--- config.mk ---
export PLATFORM = sky130hd
export DESIGN_NAME = board_ram_arbiter
export DESIGN_NICKNAME = d
export VERILOG_FILES = /design/src/rtl/board_ram_arbiter.sv
export SDC_FILE = /design/constraint.sdc
export NUM_CORES = 1
export LEC_CHECK = 0
export BUFFER_PORTS_ARGS = -buffer_cell sky130_fd_sc_hd__buf_2
export CORE_MARGIN = 8
export CORE_UTILIZATION = 52
export CTS_BUF_LIST = sky130_fd_sc_hd__clkbuf_4
export CTS_CLUSTER_SIZE = 8
export DETAILED_ROUTE_END_ITERATION = 8
export PLACE_DENSITY = 0.9
export SLEW_MARGIN = 10
export SYNTH_ARGS = -nofsm -noshare
export SYNTH_HDL_FRONTEND = slang
export SYNTH_SLANG_ARGS = --single-unit
--- constraint.sdc ---
create_clock -name clock -period 2.86 [get_ports clock]
set_input_delay 0 -clock clock [delete_from_list [all_inputs] [get_ports clock]]
set_output_delay 0 -clock clock [all_outputs]
set_load 0.02 [all_outputs]
--- src/rtl/board_ram_arbiter.sv ---
// Arbitrates the single-port board BRAM between the red/blue player writers and the
// frame renderer's full-board read scan. Define BOARD_COLLISION_EN to paint shared cells yellow.
module board_ram_arbiter #(
  parameter int GRID_W = 16,
  parameter int CELLS  = GRID_W * GRID_W,
  parameter int ADDR_W = 8
) (
  input  logic              clock,
  input  logic              reset,
  input  logic              red_req,
  input  logic [3:0]        red_X,
  input  logic [3:0]        red_Y,
  output logic              red_ack,
  input  logic              blue_req,
  input  logic [3:0]        blue_X,
  input  logic [3:0]        blue_Y,
  output logic              blue_ack,
  input  logic              scan_req,
  output logic              scan_busy,
  output logic              scan_done,
  output logic [ADDR_W-1:0] mem_address,
  output logic [2:0]        mem_data,
  output logic              mem_wren,
  output logic              mem_rden,
  input  logic [2:0]        mem_q,
  output logic              pix_valid,
  output logic [ADDR_W-1:0] pix_index,
  output logic [2:0]        pix_colour
);

  localparam logic [2:0] RED_COLOUR    = 3'b100;
  localparam logic [2:0] BLUE_COLOUR   = 3'b001;
  localparam logic [2:0] YELLOW_COLOUR = 3'b110;
  localparam logic [ADDR_W-1:0] LAST_CELL = ADDR_W'(CELLS - 1);

  typedef enum logic [1:0] {
    IDLE,
    WRITE,
    SCAN,
    DRAIN
  } state_t;

  state_t            state_q, state_d;
  logic [ADDR_W-1:0] scan_cnt_q, scan_cnt_d;
  logic              scan_pending_q, scan_pending_d;
  logic              last_grant_q, last_grant_d;
  logic              grant_q, grant_d;
  logic              pix_valid_q, pix_valid_d;
  logic [ADDR_W-1:0] pix_index_q, pix_index_d;

  logic [ADDR_W-1:0] red_cell;
  logic [ADDR_W-1:0] blue_cell;
  logic [2:0]        own_colour;

  assign red_cell   = ADDR_W'({red_Y, red_X});
  assign blue_cell  = ADDR_W'({blue_Y, blue_X});
  assign own_colour = grant_q ? BLUE_COLOUR : RED_COLOUR;

  // Grant flags encode 1 = blue, 0 = red; last_grant resets to blue so red wins the first tie.
  always_ff @(posedge clock) begin
    if (reset) begin
      state_q        <= IDLE;
      scan_cnt_q     <= '0;
      scan_pending_q <= 1'b0;
      last_grant_q   <= 1'b1;
      grant_q        <= 1'b0;
      pix_valid_q    <= 1'b0;
      pix_index_q    <= '0;
    end else begin
      state_q        <= state_d;
      scan_cnt_q     <= scan_cnt_d;
      scan_pending_q <= scan_pending_d;
      last_grant_q   <= last_grant_d;
      grant_q        <= grant_d;
      pix_valid_q    <= pix_valid_d;
      pix_index_q    <= pix_index_d;
    end
  end

  always_comb begin
    state_d        = state_q;
    scan_cnt_d     = scan_cnt_q;
    scan_pending_d = scan_pending_q | scan_req;
    last_grant_d   = last_grant_q;
    grant_d        = grant_q;
    pix_valid_d    = 1'b0;
    pix_index_d    = '0;
    red_ack        = 1'b0;
    blue_ack       = 1'b0;
    scan_busy      = 1'b0;
    scan_done      = 1'b0;
    mem_address    = '0;
    mem_data       = 3'b000;
    mem_wren       = 1'b0;
    mem_rden       = 1'b0;

    case (state_q)
      IDLE: begin
        if (scan_req || scan_pending_q) begin
          state_d        = SCAN;
          scan_pending_d = 1'b0;
          scan_cnt_d     = '0;
        end else if (red_req && blue_req) begin
          grant_d = ~last_grant_q;
          state_d = WRITE;
        end else if (red_req) begin
          grant_d = 1'b0;
          state_d = WRITE;
        end else if (blue_req) begin
          grant_d = 1'b1;
          state_d = WRITE;
        end
      end

      WRITE: begin
        mem_wren     = 1'b1;
        mem_address  = grant_q ? blue_cell : red_cell;
`ifdef BOARD_COLLISION_EN
        mem_data     = (red_cell == blue_cell) ? YELLOW_COLOUR : own_colour;
`else
        mem_data     = own_colour;
`endif
        red_ack      = ~grant_q;
        blue_ack     = grant_q;
        last_grant_d = grant_q;
        state_d      = IDLE;
      end

      SCAN: begin
        scan_busy   = 1'b1;
        mem_rden    = 1'b1;
        mem_address = scan_cnt_q;
        pix_valid_d = 1'b1;
        pix_index_d = scan_cnt_q;
        if (scan_cnt_q == LAST_CELL) begin
          scan_cnt_d = '0;
          state_d    = DRAIN;
        end else begin
          scan_cnt_d = scan_cnt_q + 1'b1;
        end
      end

      DRAIN: begin
        scan_busy = 1'b1;
        scan_done = 1'b1;
        state_d   = IDLE;
      end

      default: state_d = IDLE;
    endcase
  end

  // The BRAM output register already aligns mem_q with pix_index, so colour is only gated.
  assign pix_valid  = pix_valid_q;
  assign pix_index  = pix_index_q;
  assign pix_colour = pix_valid_q ? mem_q : 3'b000;

endmodule
==> results by group, run 1 <==
Layout
  • Antenna Cells: 0
  • Net count, final: 220
  • Layout cells sized above 1: 0.312
  • Area Growth Syn to Fin: 29.2%
  • Final Util: 0.698

Drt
  • Pre-antenna DRT Iters: 4
  • DRT antenna net count: 0
  • Routed WL: 2830 um
  • Via count: 1131
  • Detailed-route DRC error count: 0
  • Initial DRC count: 11
  • Vias per std cell: 5.21
  • Routed len/inst: 13.0 um

CTS
  • CTS tree: built
  • Clock-pin slew of the registers on the worst-case setup and hold paths: 130 ps
  • Longest Clk Path Bufs: 2
  • Worst-skew pair later-pin latency: 310 ps
  • CTS Sinks: 22
  • H-tree levels: 1
  • CTS Buf Count: 3
  • Post CTS Setup Buffer Count: 0
  • Root buffer cell: clkbuf_4

STA
  • Hold slack final: 34.6 ps
  • Slew Viols, Final: 0
  • Fmax: 384 MHz
  • Hold Fails Final Rpt: 0
  • Period utilization: 0.911
  • Period minus WS final: 2600 ps
  • Final setup TNS: 0 ps
  • Skew final: 12.6 ps
  • RSZ-0062 raised after global routing: false
  • Final setup fails: 0
  • Relative slew slack: 0.612
  • Worst Max-Slew Pin Slew: 576 ps
  • Final worst setup slack: 256 ps

Floorplanning
  • Core Rows: 17
  • Die Area: 4060 um2
  • Die Ht: 63.7 um
  • Initial Util: 0.540
  • CORE AREA: 2190 um2
  • DIE WIDTH: 63.7 um
  • Number of I/O pins: 53

Synthesis
  • Top-area cell type share of the netlist area: 0.372
  • Register area share after synthesis: 0.372
  • Ys flop type: dfxtp_1
  • Mapped cell area: 1180 um2
  • Post-Syn Nets: 168
  • Async set-or-reset flop fraction in the synthesized netlist: 0
  • Syn Inst Count: 138
  • Number of synthesized register bits: 22
  • Largest family of logic cells by synthesized area: simple AND/OR/NAND/NOR gates
  • Synth unique cells: 32
  • Post-synthesis compound-gate area fraction: 0.103
  • Mux cell area share after synthesis: 0.0761
  • Number of synthesized flops with an enable pin: 0
  • Synth cell count leaders: dfxtp_1 (22), and2_1 (19), nor2_1 (13), nand2_1 (12), o21ai_0 (11)
  • Xor and xnor area share after synthesis: 0.0518
  • Top-count cell post-synth: dfxtp_1
  • Post-Synth Adder-Cell Area: 0.0634
  • Leading area contributor after synthesis: dfxtp_1
  • Syn_area_per_cell: 8.58 um2
  • Synth Area in Simple Gates: 0.284
  • Area contributors post-synth: dfxtp_1 (37%), and2_1 (10%), mux2i_1 (7.6%)
  • Synth warn: 0

Global routing
  • Vias in the first global route: 1146
  • Total gr overflow: 0
  • Initial antenna violation count: 0
  • Pin count of the biggest net entering global routing: 19
  • Total GRT Usage: 0.140
  • First-pass GRT wire length: 4820 um

Power and ir drop
  • Pwr Total: 1.14 mW
  • Worst VDD drop: 0.794 mV
  • P_leak: 0.710 nW
  • Power Dens Cells: 749 nW/um2

Setup path
  • R2R depth: 8
  • Worst path arrival time: 2820 ps
  • Data required time of the worst path: 3080 ps
  • Crit path launch type: flop
  • Worst Path Max Fanout: 8
  • Worst setup path category: reg2reg
  • Worst Setup End Kind: flop

Placement
  • Placer Congestion: 0.818
  • DPL Wire Length: 2320 um
  • Setup Slack @ Placement: 991 ps
  • # port buffers: 51

Hold path
  • Hold Path Cell Cnt: 3
  • HP Class: in2reg

Job
  • Maxcap violations: 0

Run status
  • Status: completed
-- worst paths after layout --
| check | startpoint | endpoint | slack [ps] |
|---|---|---|---|
| worst max-delay path | state_q[0] | grant_q | 260 |
| worst min-delay path | scan_req | scan_pending_q | 30 |
| worst max register to register | state_q[0] | grant_q | 260 |
| worst min register to register | last_grant_q | last_grant_q | 490 |
-- final cells by class --
type / count / area, um2
Clock buffer: 3 / 22.5
Clock inverter: 1 / 30.0
Fill cell: 174 / 662
Inverter: 3 / 11.3
Multi-Input combinational cell: 105 / 694
Sequential cell: 22 / 440
Tap cell: 28 / 35.0
Timing Repair Buffer: 55 / 295
-- report_power, final --
group	switching (mW)	leakage, nW	internal (mW)
clock network	0.0940	0.0279	0.142
registers	0.0364	0.178	0.339
logic	0.330	0.504	0.204
-- critical path, stage by stage, from the launching register on --
cell	delay [ps]
dfxtp_1	360
inv_1	110
ha_1	240
nor3b_4	380
nand2_1	90
a32oi_1	160
dlygate4sd3_1	570
nor2_1	40
dlygate4sd3_1	550
-- placed cells by master (no fill, tap or decap), types with 2 or more instances in the layout --
master and count:
a21oi_1 2, a32oi_1 2, and2_1 19, buf_2 51
clkbuf_4 3, dfxtp_1 22, dlygate4sd3_1 4, ha_1 6
inv_1 3, mux2i_1 9, nand2_1 12, nand3_1 3
nor2_1 13, nor3_1 4, nor4_1 3, o21ai_0 11
xnor2_1 6
-- per-layer routing --
metal,share of wire,wire length (um),global-route usage,vias up
met1,0.41,1160,0.139,507
li1,-,-,-,564
met3,0.094,267,0.0707,6
met2,0.48,1360,0.251,54
met5,0,0,0,-
met4,0.013,38,0.0390,0
-- flip-flops by register name, indices dropped and copies added, names as in the netlist --
| signal | cells |
|---|---|
| scan_pending_q | 1 |
| grant_q | 1 |
| pix_index | 8 |
| scan_cnt_q | 8 |
| pix_valid | 1 |
| last_grant_q | 1 |
| state_q | 2 |
-- metrics by stage --
step / cell area, um2 / std cells
6_report: 1530 / 217
5_1_grt: 1530 / 217
4_1_cts: 1520 / 217
3_5_place_dp: 1430 / 209
3_3_place_gp: 1430 / 209
2_1_floorplan: 1180 / 138
-- timing repair --
item / CTS / global route
hold buffers: 4 / 0
endpoints found under the hold margin: 6 / 0
resized for setup: 0 / 1
setup endpoints to repair: 0 / 1
-- logic make-up (layout without fill, tap and decap cells) --
logic type / count (synthesis) / after routing
other cells: 1 / 1
mux: 9 / 9
simple gates: 63 / 63
xor+xnor: 7 / 7
fa+ha+maj: 6 / 6
flops: 22 / 22
compound gates: 19 / 19
buf+inv: 11 / 62
Power figures use the tool's default switching activity.
==> run 2: changes to the inputs <==
--- a/config.mk
+++ b/config.mk
@@ -12,6 +12,8 @@
 export CTS_CLUSTER_SIZE = 8
 export DETAILED_ROUTE_END_ITERATION = 8
 export PLACE_DENSITY = 0.9
+export REMOVE_ABC_BUFFERS = 1
+export SETUP_SLACK_MARGIN = 0.1
 export SLEW_MARGIN = 10
 export SYNTH_ARGS = -nofsm -noshare
 export SYNTH_HDL_FRONTEND = slang
==> run 2 against run 1 <==
  * Combinational power grew 3.7%
  * First-iteration DRC count rose by 91%
  * Count of clock-buffer cells in the layout stayed put
  * Via count fell by 1.9%
  * Largest power group unchanged
  * Critical endpoint unchanged
  * Die area stayed put
  * Critical path depth did not move
  * Non-clock buffer count rose by 2
  * Final cell count is 0.46% higher
  * Sequential share of layout area up 0.29 points
  * Global-route usage is 0.44 points higher
==> results by group, run 2 (synthesis gave the netlist of run 1 again) <==
CTS
  • CTS Sinks: 22 (unchanged)
  • Clock-pin slew of the registers on the worst-case setup and hold paths: 110 ps (was 130 ps)
  • H-tree levels: 1 (unchanged)
  • CTS Buf Count: 3 (unchanged)
  • Longest Clk Path Bufs: 2 (unchanged)
  • Root buffer cell: clkbuf_4 (unchanged)
  • CTS tree: built (unchanged)
  • Worst-skew pair later-pin latency: 320 ps (was 310 ps)

Drt
  • Detailed-route DRC error count: 0 (unchanged)
  • Via count: 1110 (was 1131)
  • Routed WL: 2950 um (was 2830 um)
  • Initial DRC count: 21 (was 11)
  • Vias per std cell: 5.09 (was 5.21)
  • DRT antenna net count: 0 (unchanged)
  • Routed len/inst: 13.5 um (was 13.0 um)
  • Pre-antenna DRT Iters: 4 (unchanged)

Power and ir drop
  • Internal power: 0.606 mW (was 0.685 mW)
  • Seq pwr share: 0.353 (was 0.328)
  • Net Sw Power: 0.465 mW (was 0.460 mW)
  • Power Dens Cells: 707 nW/um2 (was 749 nW/um2)
  • Comb pwr share: 0.517 (was 0.466)
  • Sw Share: 0.434 (was 0.402)
  • Worst VDD drop: 0.580 mV (was 0.794 mV)
  • Clock Power Share: 0.129 (was 0.206)
  • P_leak: 0.706 nW (was 0.710 nW)

STA
  • Slew Viols, Final: 0 (unchanged)
  • Relative slew slack: 0.639 (was 0.612)
  • Worst Max-Slew Pin Slew: 536 ps (was 576 ps)
  • Final setup fails: 0 (unchanged)
  • RSZ-0062 raised after global routing: false (unchanged)
  • Period utilization: 0.871 (was 0.911)
  • Period minus WS final: 2490 ps (was 2600 ps)
  • Final setup TNS: 0 ps (unchanged)
  • Hold slack final: 52.9 ps (was 34.6 ps)
  • Fmax: 401 MHz (was 384 MHz)
  • Skew final: 10.0 ps (was 12.6 ps)
  • Hold Fails Final Rpt: 0 (unchanged)

Layout
  • Antenna Cells: 0 (unchanged)
  • Multi-input gate area: 694 um2 (unchanged)
  • Layout cells sized above 1: 0.316 (was 0.312)
  • Register area: 440 um2 (unchanged)
  • Net count, final: 222 (was 220)
  • Fillers: 184 (was 174)
  • Area Growth Syn to Fin: 27.9% (was 29.2%)
  • Commonest non-fill, non-tap cell in the layout: buf_2 (unchanged)
  • Most frequent cells in the layout: buf_2 (51), dfxtp_1 (22), and2_1 (19), nor2_1 (13), nand2_1 (12) (unchanged)

Floorplanning
  • Core Rows: 17 (unchanged)
  • Die Ht: 63.7 um (unchanged)
  • Number of I/O pins: 53 (unchanged)
  • CORE AREA: 2190 um2 (unchanged)
  • Initial Util: 0.540 (unchanged)
  • DIE WIDTH: 63.7 um (unchanged)
  • Die Area: 4060 um2 (unchanged)

Global routing
  • Pin count of the biggest net entering global routing: 19 (unchanged)
  • Initial antenna violation count: 0 (unchanged)
  • Total GRT Usage: 0.144 (was 0.140)
  • Total gr overflow: 0 (unchanged)
  • First-pass GRT wire length: 4840 um (was 4820 um)
  • Vias in the first global route: 1169 (was 1146)

Hold path
  • HP Class: in2reg (unchanged)
  • Worst Min Path Start: scan_req (unchanged)
  • Hold Path Cell Cnt: 3 (unchanged)
  • Worst Hold Endpoint: scan_pending_q (unchanged)

Job
  • Maxcap violations: 0 (unchanged)

Placement
  • Placer Congestion: 0.794 (was 0.818)
  • DPL Wire Length: 2330 um (was 2320 um)
  • # port buffers: 51 (unchanged)

Setup path
  • Data required time of the worst path: 3080 ps (about the same)
  • Reg-to-Reg Start: state_q[1] (was state_q[0])
  • R2r endpoint: grant_q (unchanged)
  • Worst Setup End Kind: flop (unchanged)
  • R2r setup slk: 370 ps (was 260 ps)
  • Worst path arrival time: 2710 ps (was 2820 ps)
  • Worst setup path category: reg2reg (unchanged)
  • R2R depth: 8 (unchanged)
  • Crit path launch type: flop (unchanged)
  • Worst Path Max Fanout: 5 (was 8)

Run status
  • Status: completed (unchanged)
run 2: power groups by stage:
stage	Combinational, mW	Clock [mW]	Sequential [mW]
2_1_floorplan	0.369	0	0.379
3_3_place_gp	0.496	0	0.379
3_5_place_dp	0.511	0	0.383
4_1_cts	0.525	0.144	0.376
5_1_grt	0.621	0.155	0.382
6_report	0.554	0.139	0.378
run 2: layout make-up:
class / count / area share
multi-input cells: 105 / 0.459
flip-flops and latches: 22 / 0.291
repair buffers: 57 / 0.205
well taps: 28 / 0.0231
clock buffers: 3 / 0.0149
inverters: 3 / 0.00744
run 2: critical path: stages, from the launching register on:
cell,delay (ps)
dfxtp_1,360
inv_1,120
ha_1,250
nor3b_4,290
nand2_1,100
a32oi_1,150
dlygate4sd3_1,570
nor2_1,40
dlygate4sd3_1,540
run 2: through the flow:
step	setup WS, ps	std cells	util	total power [mW]	instance area (um2)
after floorplan	1060	130	-	0.748	1140
after global placement	1100	209	0.653	0.875	1430
after detailed placement	969	209	0.653	0.895	1430
after CTS	229	216	0.681	1.05	1490
after global routing	230	218	0.691	1.16	1510
final	368	218	0.691	1.07	1510
run 2: per-layer routing:
layer / GRT usage / share of wire
met3: 0.0777 / 0.096
met1: 0.137 / 0.42
met2: 0.251 / 0.46
met5: 0 / 0
met4: 0.0669 / 0.022
run 2: worst max-delay path by stage:
stage                          start       endpoint  slack [ps]
final                     state_q[1]        grant_q         370
after global routing      state_q[0]        grant_q         230
after CTS                 state_q[0]        grant_q         230
after detailed placement  state_q[0]  scan_cnt_q[6]         970
after global placement    state_q[0]  scan_cnt_q[4]        1100
after floorplan           state_q[0]  scan_cnt_q[4]        1060
run 2: repair_timing:
item / CTS / global route
gates resized for setup: 0 / 1
endpoints found under the hold margin: 6 / 0
hold buffers: 4 / 0
buffers inserted: 0 / 2
setup endpoints to repair: 0 / 1
